[config.mk]
export PLATFORM = sky130hd
export DESIGN_NAME = ldm_stm_seq
export DESIGN_NICKNAME = d
export VERILOG_FILES = /design/src/rtl/ldm_stm_seq.sv
export SDC_FILE = /design/constraint.sdc
export NUM_CORES = 1
export LEC_CHECK = 0
export ABC_CLOCK_PERIOD_IN_PS = 5100
export CORE_MARGIN = 2
export CORE_UTILIZATION = 51
export DETAILED_ROUTE_END_ITERATION = 12
export PLACE_DENSITY = 0.81
export SYNTH_ARGS = -nofsm -noshare
export SYNTH_HDL_FRONTEND = slang
export SYNTH_SLANG_ARGS = --single-unit
[constraint.sdc]
create_clock -name clock -period 5.1 [get_ports clock]
set_input_delay 0.765 -clock clock [delete_from_list [all_inputs] [get_ports clock]]
set_output_delay 0.765 -clock clock [all_outputs]
set_load 0.03 [all_outputs]
[src/rtl/ldm_stm_seq.sv]
// ldm_stm_seq: sequencer for ARM LDM/STM block transfers.
// Walks the register list from lowest to highest register and issues one word
// access per listed register. It drives the register file write port for
// loads, the read select for stores, and an optional base writeback.
// Optional feature macro: LDMSTM_ABORT_EN adds the mem_abort input and the
// aborted output.
module ldm_stm_seq #(
  parameter int unsigned ADDR_STEP = 4
) (
  input  logic        clock,
  input  logic        not_reset,
  input  logic        start,
  input  logic        is_load,
  input  logic        up,
  input  logic        pre,
  input  logic        wback,
  input  logic [3:0]  base_sel,
  input  logic [31:0] base_val,
  input  logic [15:0] reg_list,
  input  logic [31:0] pc_val,
  input  logic [31:0] rf_p0,
  input  logic [3:0]  flags_cur,
  output logic [3:0]  rf_sel_p0,
  output logic [3:0]  rf_sel_in,
  output logic [31:0] rf_in_reg,
  output logic [3:0]  rf_in_flags,
  output logic        rf_not_enable,
  output logic        mem_req,
  output logic        mem_we,
  output logic [31:0] mem_addr,
  output logic [31:0] mem_wdata,
  input  logic        mem_ack,
  input  logic [31:0] mem_rdata,
  output logic        pc_load,
  output logic [31:0] pc_data,
  output logic        busy,
`ifdef LDMSTM_ABORT_EN
  input  logic        mem_abort,
  output logic        aborted,
`endif
  output logic        done
);

  typedef enum logic [1:0] {
    S_IDLE = 2'd0,
    S_XFER = 2'd1,
    S_WB   = 2'd2,
    S_DONE = 2'd3
  } state_e;

  function automatic logic [4:0] popcount16(input logic [15:0] v);
    logic [4:0] n;
    n = 5'd0;
    for (int i = 0; i < 16; i++) n = n + {4'd0, v[i]};
    return n;
  endfunction

  // Index of the lowest set bit; scanning downward lets the lowest bit win.
  function automatic logic [3:0] lowest_set(input logic [15:0] v);
    logic [3:0] idx;
    idx = 4'd0;
    for (int i = 15; i >= 0; i--) begin
      if (v[i]) idx = 4'(i);
    end
    return idx;
  endfunction

  state_e      state_q, state_d;
  logic        is_load_q, up_q, wb_en_q;
  logic [3:0]  base_sel_q;
  logic [31:0] base_val_q, addr_q, pc_data_q;
  logic [15:0] list_q;
  logic [4:0]  cnt_q;

  logic [31:0] step_s, span_start_s, span_q_s, first_addr_s;
  logic [4:0]  cnt_start_s;
  logic [3:0]  idx_s;
  logic [15:0] list_rest_s;
  logic        last_beat_s, wb_en_start_s, abort_s, beat_done_s;

  assign step_s        = 32'(ADDR_STEP);
  assign cnt_start_s   = popcount16(reg_list);
  assign span_start_s  = step_s * {27'd0, cnt_start_s};
  assign span_q_s      = step_s * {27'd0, cnt_q};
  assign idx_s         = lowest_set(list_q);
  assign list_rest_s   = list_q & (list_q - 16'd1);
  assign last_beat_s   = (list_rest_s == 16'd0);
  // A loaded base register wins over writeback; r15 is never written back.
  assign wb_en_start_s = wback & (base_sel != 4'd15) & ~(is_load & reg_list[base_sel]);
  assign rf_in_flags   = flags_cur;

`ifdef LDMSTM_ABORT_EN
  assign abort_s = mem_abort;
`else
  assign abort_s = 1'b0;
`endif
  // An abort overrides an ack arriving in the same cycle.
  assign beat_done_s = mem_ack & ~abort_s;

  // Lowest transfer address for each of the four addressing modes.
  always_comb begin
    case ({up, pre})
      2'b10:   first_addr_s = base_val;
      2'b11:   first_addr_s = base_val + step_s;
      2'b00:   first_addr_s = base_val - span_start_s + step_s;
      2'b01:   first_addr_s = base_val - span_start_s;
      default: first_addr_s = base_val;
    endcase
  end

  // State register.
  always_ff @(posedge clock or negedge not_reset) begin
    if (!not_reset) state_q <= S_IDLE;
    else            state_q <= state_d;
  end

  // Next-state logic.
  always_comb begin
    state_d = state_q;
    case (state_q)
      S_IDLE: begin
        if (start) state_d = (cnt_start_s == 5'd0) ? S_DONE : S_XFER;
        else       state_d = S_IDLE;
      end
      S_XFER: begin
        if (abort_s)                     state_d = S_DONE;
        else if (mem_ack && last_beat_s) state_d = wb_en_q ? S_WB : S_DONE;
        else                             state_d = S_XFER;
      end
      S_WB:    state_d = S_DONE;
      S_DONE:  state_d = S_IDLE;
      default: state_d = S_IDLE;
    endcase
  end

  // Transfer context: captured at start, then advanced once per completed beat.
  always_ff @(posedge clock or negedge not_reset) begin
    if (!not_reset) begin
      is_load_q  <= 1'b0;
      up_q       <= 1'b0;
      wb_en_q    <= 1'b0;
      base_sel_q <= 4'd0;
      base_val_q <= 32'd0;
      addr_q     <= 32'd0;
      list_q     <= 16'd0;
      cnt_q      <= 5'd0;
      pc_data_q  <= 32'd0;
    end else begin
      case (state_q)
        S_IDLE: begin
          if (start) begin
            is_load_q  <= is_load;
            up_q       <= up;
            wb_en_q    <= wb_en_start_s;
            base_sel_q <= base_sel;
            base_val_q <= base_val;
            addr_q     <= first_addr_s;
            list_q     <= reg_list;
            cnt_q      <= cnt_start_s;
          end
        end
        S_XFER: begin
          if (beat_done_s) begin
            list_q <= list_rest_s;
            addr_q <= addr_q + step_s;
            if (is_load_q && idx_s == 4'd15) pc_data_q <= mem_rdata;
          end
        end
        default: ;
      endcase
    end
  end

`ifdef LDMSTM_ABORT_EN
  logic aborted_q;

  // Remember that the current transfer ended by abort; cleared on every new start.
  always_ff @(posedge clock or negedge not_reset) begin
    if (!not_reset)                                aborted_q <= 1'b0;
    else if (state_q == S_IDLE && start)           aborted_q <= 1'b0;
    else if (state_q == S_XFER && abort_s)         aborted_q <= 1'b1;
    else                                           aborted_q <= aborted_q;
  end

  assign aborted = (state_q == S_DONE) & aborted_q;
`endif

  // Outputs decoded from the state and the current beat.
  always_comb begin
    busy          = (state_q != S_IDLE);
    done          = 1'b0;
    mem_req       = 1'b0;
    mem_we        = 1'b0;
    mem_addr      = 32'd0;
    mem_wdata     = 32'd0;
    rf_sel_p0     = 4'd0;
    rf_sel_in     = 4'd0;
    rf_in_reg     = 32'd0;
    rf_not_enable = 1'b1;
    pc_load       = 1'b0;
    pc_data       = pc_data_q;
    case (state_q)
      S_XFER: begin
        mem_req  = 1'b1;
        mem_addr = addr_q;
        if (!is_load_q) begin
          // The register file samples on negedge, so the select is valid from the first beat cycle.
          mem_we    = 1'b1;
          rf_sel_p0 = idx_s;
          mem_wdata = (idx_s == 4'd15) ? pc_val : rf_p0;
        end else if (beat_done_s) begin
          if (idx_s != 4'd15) begin
            rf_not_enable = 1'b0;
            rf_sel_in     = idx_s;
            rf_in_reg     = mem_rdata;
          end else begin
            pc_load = 1'b1;
            pc_data = mem_rdata;
          end
        end else begin
          rf_not_enable = 1'b1;
        end
      end
      S_WB: begin
        rf_not_enable = 1'b0;
        rf_sel_in     = base_sel_q;
        rf_in_reg     = up_q ? (base_val_q + span_q_s) : (base_val_q - span_q_s);
      end
      S_DONE:  done = 1'b1;
      default: ;
    endcase
  end

endmodule

==> run metrics <==
Detail Placement HPWL=35.7 mm; highest net fanout along the worst path=6; required time worst endpoint=5.47 ns; CTS clk-pin slew, worst paths=0.06 ns; vias in the first global route=13,900; last weighted congestion value of the routability-driven placer=1.04; library cells used by synthesis=73; internal portion of total power=6.03 mW; leakage power=7.66 nW; count of pins over their slew limit=0; worst path setup slack after routing=-1.24 ns; worst slew pin tran=0.943 ns; Critical path origin=reg_list[13]; fraction of the yosys area taken by sequential cells=25.7%; unrepaired setup endpoints after global routing=yes; synthesis-to-layout area growth=47.7%; RR Endpoint=addr_q[28]; deepest clock path buffer count=2; routed wire length on met3=3.21 mm; violated checks=setup timing; Post-synth ARST share=100%; worst setup skew after layout=0.0125 ns; core utilization of the finished layout=76.9%; cells along the critical path=buf_8, inv_4, fa_1, fa_1, fa_2, fa_1, inv_2, ha_4, fa_2, inv_2, fa_2, a211o_4, nand2_4, nand2_2, or3_4, xor2_2, buf_4, or4_4, or3_4, or3_1, nand3_1; post-route clock period utilization=124%; kind of start point of the critical path=primary input; total global routing track utilization=36.5%; Num CTS Buffers=17; Final setup viols=29; most common cell after layout, fill and taps aside=sky130_fd_sc_hd__clkdlybuf4s50_1; slowest cell on the critical path=sky130_fd_sc_hd__fa_1; Max Clock Freq=158 MHz; Period minus WS final=6.34 ns; synthesized instance count=1,555; Primary FF master, synth=sky130_fd_sc_hd__dfrtp_1; final hold violation count=0; switching power share of the total=49.3%; Row Count=56; number of hold buffers added after CTS=0; EDFF count, synth=0; TritonCTS clock tree=built; number of buffer cells added on primary ports=297; Antenna Violating Nets Remaining=0; hold crit path type=primary input to async pin; top library cells by usage in the layout, fill and taps aside=sky130_fd_sc_hd__clkdlybuf4s50_1 (268), sky130_fd_sc_hd__nand2_1 (204), sky130_fd_sc_hd__buf_4 (182); topmost layer with routed signal wires=met4; switching power=5.87 mW; initial core utilization=52.1%; Iter 0 DRT Violations=1,211; Clock Root Buffer=sky130_fd_sc_hd__clkbuf_16; number of detailed-routing iterations run before antenna repair=7; biggest area contributors in the synthesized netlist=sky130_fd_sc_hd__dfrtp_1 (26%), sky130_fd_sc_hd__mux2_2 (9.7%), sky130_fd_sc_hd__nand2_1 (6.4%); clock power share=10.4%; die footprint=0.0253 mm2; Data arrival, critical path=6.71 ns; Combinational Power Share=74.0%; kind of critical path=primary input to flop; final net count=2,193; antenna violations before repair=1; power share of the sequential group=15.5%; maximum number of pins on one net before global-route repair=68; CP Capture Type=flop; per-cell via count in the routed design=6.16; fin cells=2,303; total congestion overflow=0; Routed WL=47.8 mm; Post-Syn Nets=1,777; Vert. Die Dim=159 um; Max-slew headroom=36.3%; wire length of the first global-routing pass=74.5 mm; DR DRC count=0; met2 wire len=24.0 mm; number of synthesized register bits=126; syn avg cell area=7.89 um2; number of top-level pins=306; detail-routed net length per standard cell=20.8 um; cell family with most CP delay=adder cells; number of maximum-capacitance violations=0; Synth Warn #=0; H-Tree Level Count=4; largest stage delay on the critical path=0.57 ns; Core Region=0.0235 mm2; Worst-Skew Late Latency=0.44 ns; largest area contributor in the netlist=sky130_fd_sc_hd__dfrtp_1; Worst Reg-to-Reg Cells=10; die width=159 um; fraction of post-synthesis cell area in the top cell type by area=25.7%; startpoint of the most critical register-to-register path=state_q[1]; cell count after placement=2,235; mapped cell area=0.0123 mm2; clock sink count=126; Met1 Wirelength=17.8 mm; run status=finished, violations left; fraction of final layout cells sized beyond drive strength 1=24.8%; setup slack of the worst register-to-register path=1.74 ns; worst vdd ir=0.000595 V; buffers and inverters on the worst path=5; power density over cell area=657 mW/mm2; overall via count from detail_route=14,200
timing repair:
action | 4_1_cts | 5_1_grt
pin swaps | 62 | 69
cloned | 0 | 0
buffers inserted | 28 | 12
endpoints found under the setup margin | 45 | 47
resized for setup | 119 | 87
stage by stage:
step | setup slack (ns) | power (mW) | cell area (um2) | hold slack (ns) | TNS (ns)
2_1_floorplan | -1.37 | 7.05 | 12500 | 0.442 | -26.02
3_5_place_dp | -2.19 | 9.92 | 16700 | 0.485 | -54.67
4_1_cts | -1.22 | 11.4 | 17700 | 0.343 | -24.94
3_3_place_gp | -2.18 | 9.79 | 16700 | 0.462 | -53.48
6_report | -1.24 | 11.9 | 18100 | 0.319 | -26.46
5_1_grt | -1.35 | 12.7 | 18100 | 0.364 | -30.31
area by class of cell:
type	count	area [um2]
Antenna cell	1	2.50
Clock buffer	19	443
Clock inverter	12	139
Fill cell	1802	5430
Inverter	66	260
Multi-Input combinational cell	1267	9190
Sequential cell	126	3150
Tap cell	319	399
Timing Repair Buffer	493	4520
logic make-up after synthesis:
group,share of synthesized area (%)
AOI/OAI and AO/OA,22.4
buffers and inverters,5.17
and+or+nand+nor,23.7
DFF,25.7
adders and majority gates,7.22
xor gates and xnor gates,4.21
muxes,11.5
routing by layer:
layer,GRT usage (%),up-vias
li1,-,6486
met1,42.0,6805
met4,19.1,0
met2,65.1,701
met5,0,-
met3,6.25,197
how the worst max path moves through the flow:
| stage | end | slack, ns | depth (start not counted) |
|---|---|---|---|
| global placement | addr_q[31] | -2.18 | 20 |
| floorplan | addr_q[31] | -1.37 | 19 |
| finish | addr_q[29] | -1.24 | 21 |
| global route | addr_q[25] | -1.35 | 23 |
| CTS | addr_q[25] | -1.22 | 21 |
| detailed placement | addr_q[31] | -2.19 | 20 |
power groups by stage:
stage                     logic [mW]  clock network (mW)  registers, mW
final                           8.81                1.24           1.85
after global placement          7.97                   0           1.82
after global routing            9.51                1.29           1.91
after floorplan                 5.35                   0           1.70
after detailed placement        8.08                   0           1.84
after CTS                       8.31                1.24           1.83
synthesized netlist by cell type, drive strengths merged (8+ instances only):
| master | n |
|---|---|
| nor2b | 34 |
| a31oi | 23 |
| fa | 12 |
| xor2 | 30 |
| a21o | 15 |
| dfrtp | 126 |
| xnor2 | 29 |
| ha | 50 |
| mux2i | 11 |
| o22ai | 12 |
| and2 | 40 |
| nand4 | 15 |
| or4 | 8 |
| nand2 | 209 |
| o221ai | 13 |
| nand2b | 12 |
| a211oi | 12 |
| mux2 | 106 |
| nand3 | 54 |
| o21a | 16 |
| buf | 13 |
| or3 | 24 |
| o31ai | 16 |
| clkbuf | 83 |
| a21oi | 124 |
| a211o | 9 |
| o21ai | 117 |
| a22oi | 19 |
| and3 | 26 |
| nor4 | 14 |
| inv | 65 |
| nor3 | 40 |
| nor2 | 80 |
worst reg2reg max path: stages (launching register included):
cell                      delay [ns]
sky130_fd_sc_hd__dfrtp_1        0.40
sky130_fd_sc_hd__inv_1          0.10
sky130_fd_sc_hd__ha_2           0.33
sky130_fd_sc_hd__buf_4          0.55
sky130_fd_sc_hd__inv_1          0.21
sky130_fd_sc_hd__a21oi_2        0.24
sky130_fd_sc_hd__nand2_1        0.11
sky130_fd_sc_hd__nor2_1         0.65
sky130_fd_sc_hd__o21ai_0        0.28
sky130_fd_sc_hd__a311o_1        0.37
sky130_fd_sc_hd__nand3_1        0.06
sequential cells by signal, indices dropped and copies added, names as in the netlist:
| name | count |
|---|---|
| list_q | 16 |
| wb_en_q | 1 |
| base_sel_q | 4 |
| is_load_q | 1 |
| cnt_q | 5 |
| up_q | 1 |
| state_q | 2 |
| pc_data_q | 32 |
| addr_q | 32 |
| base_val_q | 32 |
Power figures use the tool's default switching activity.
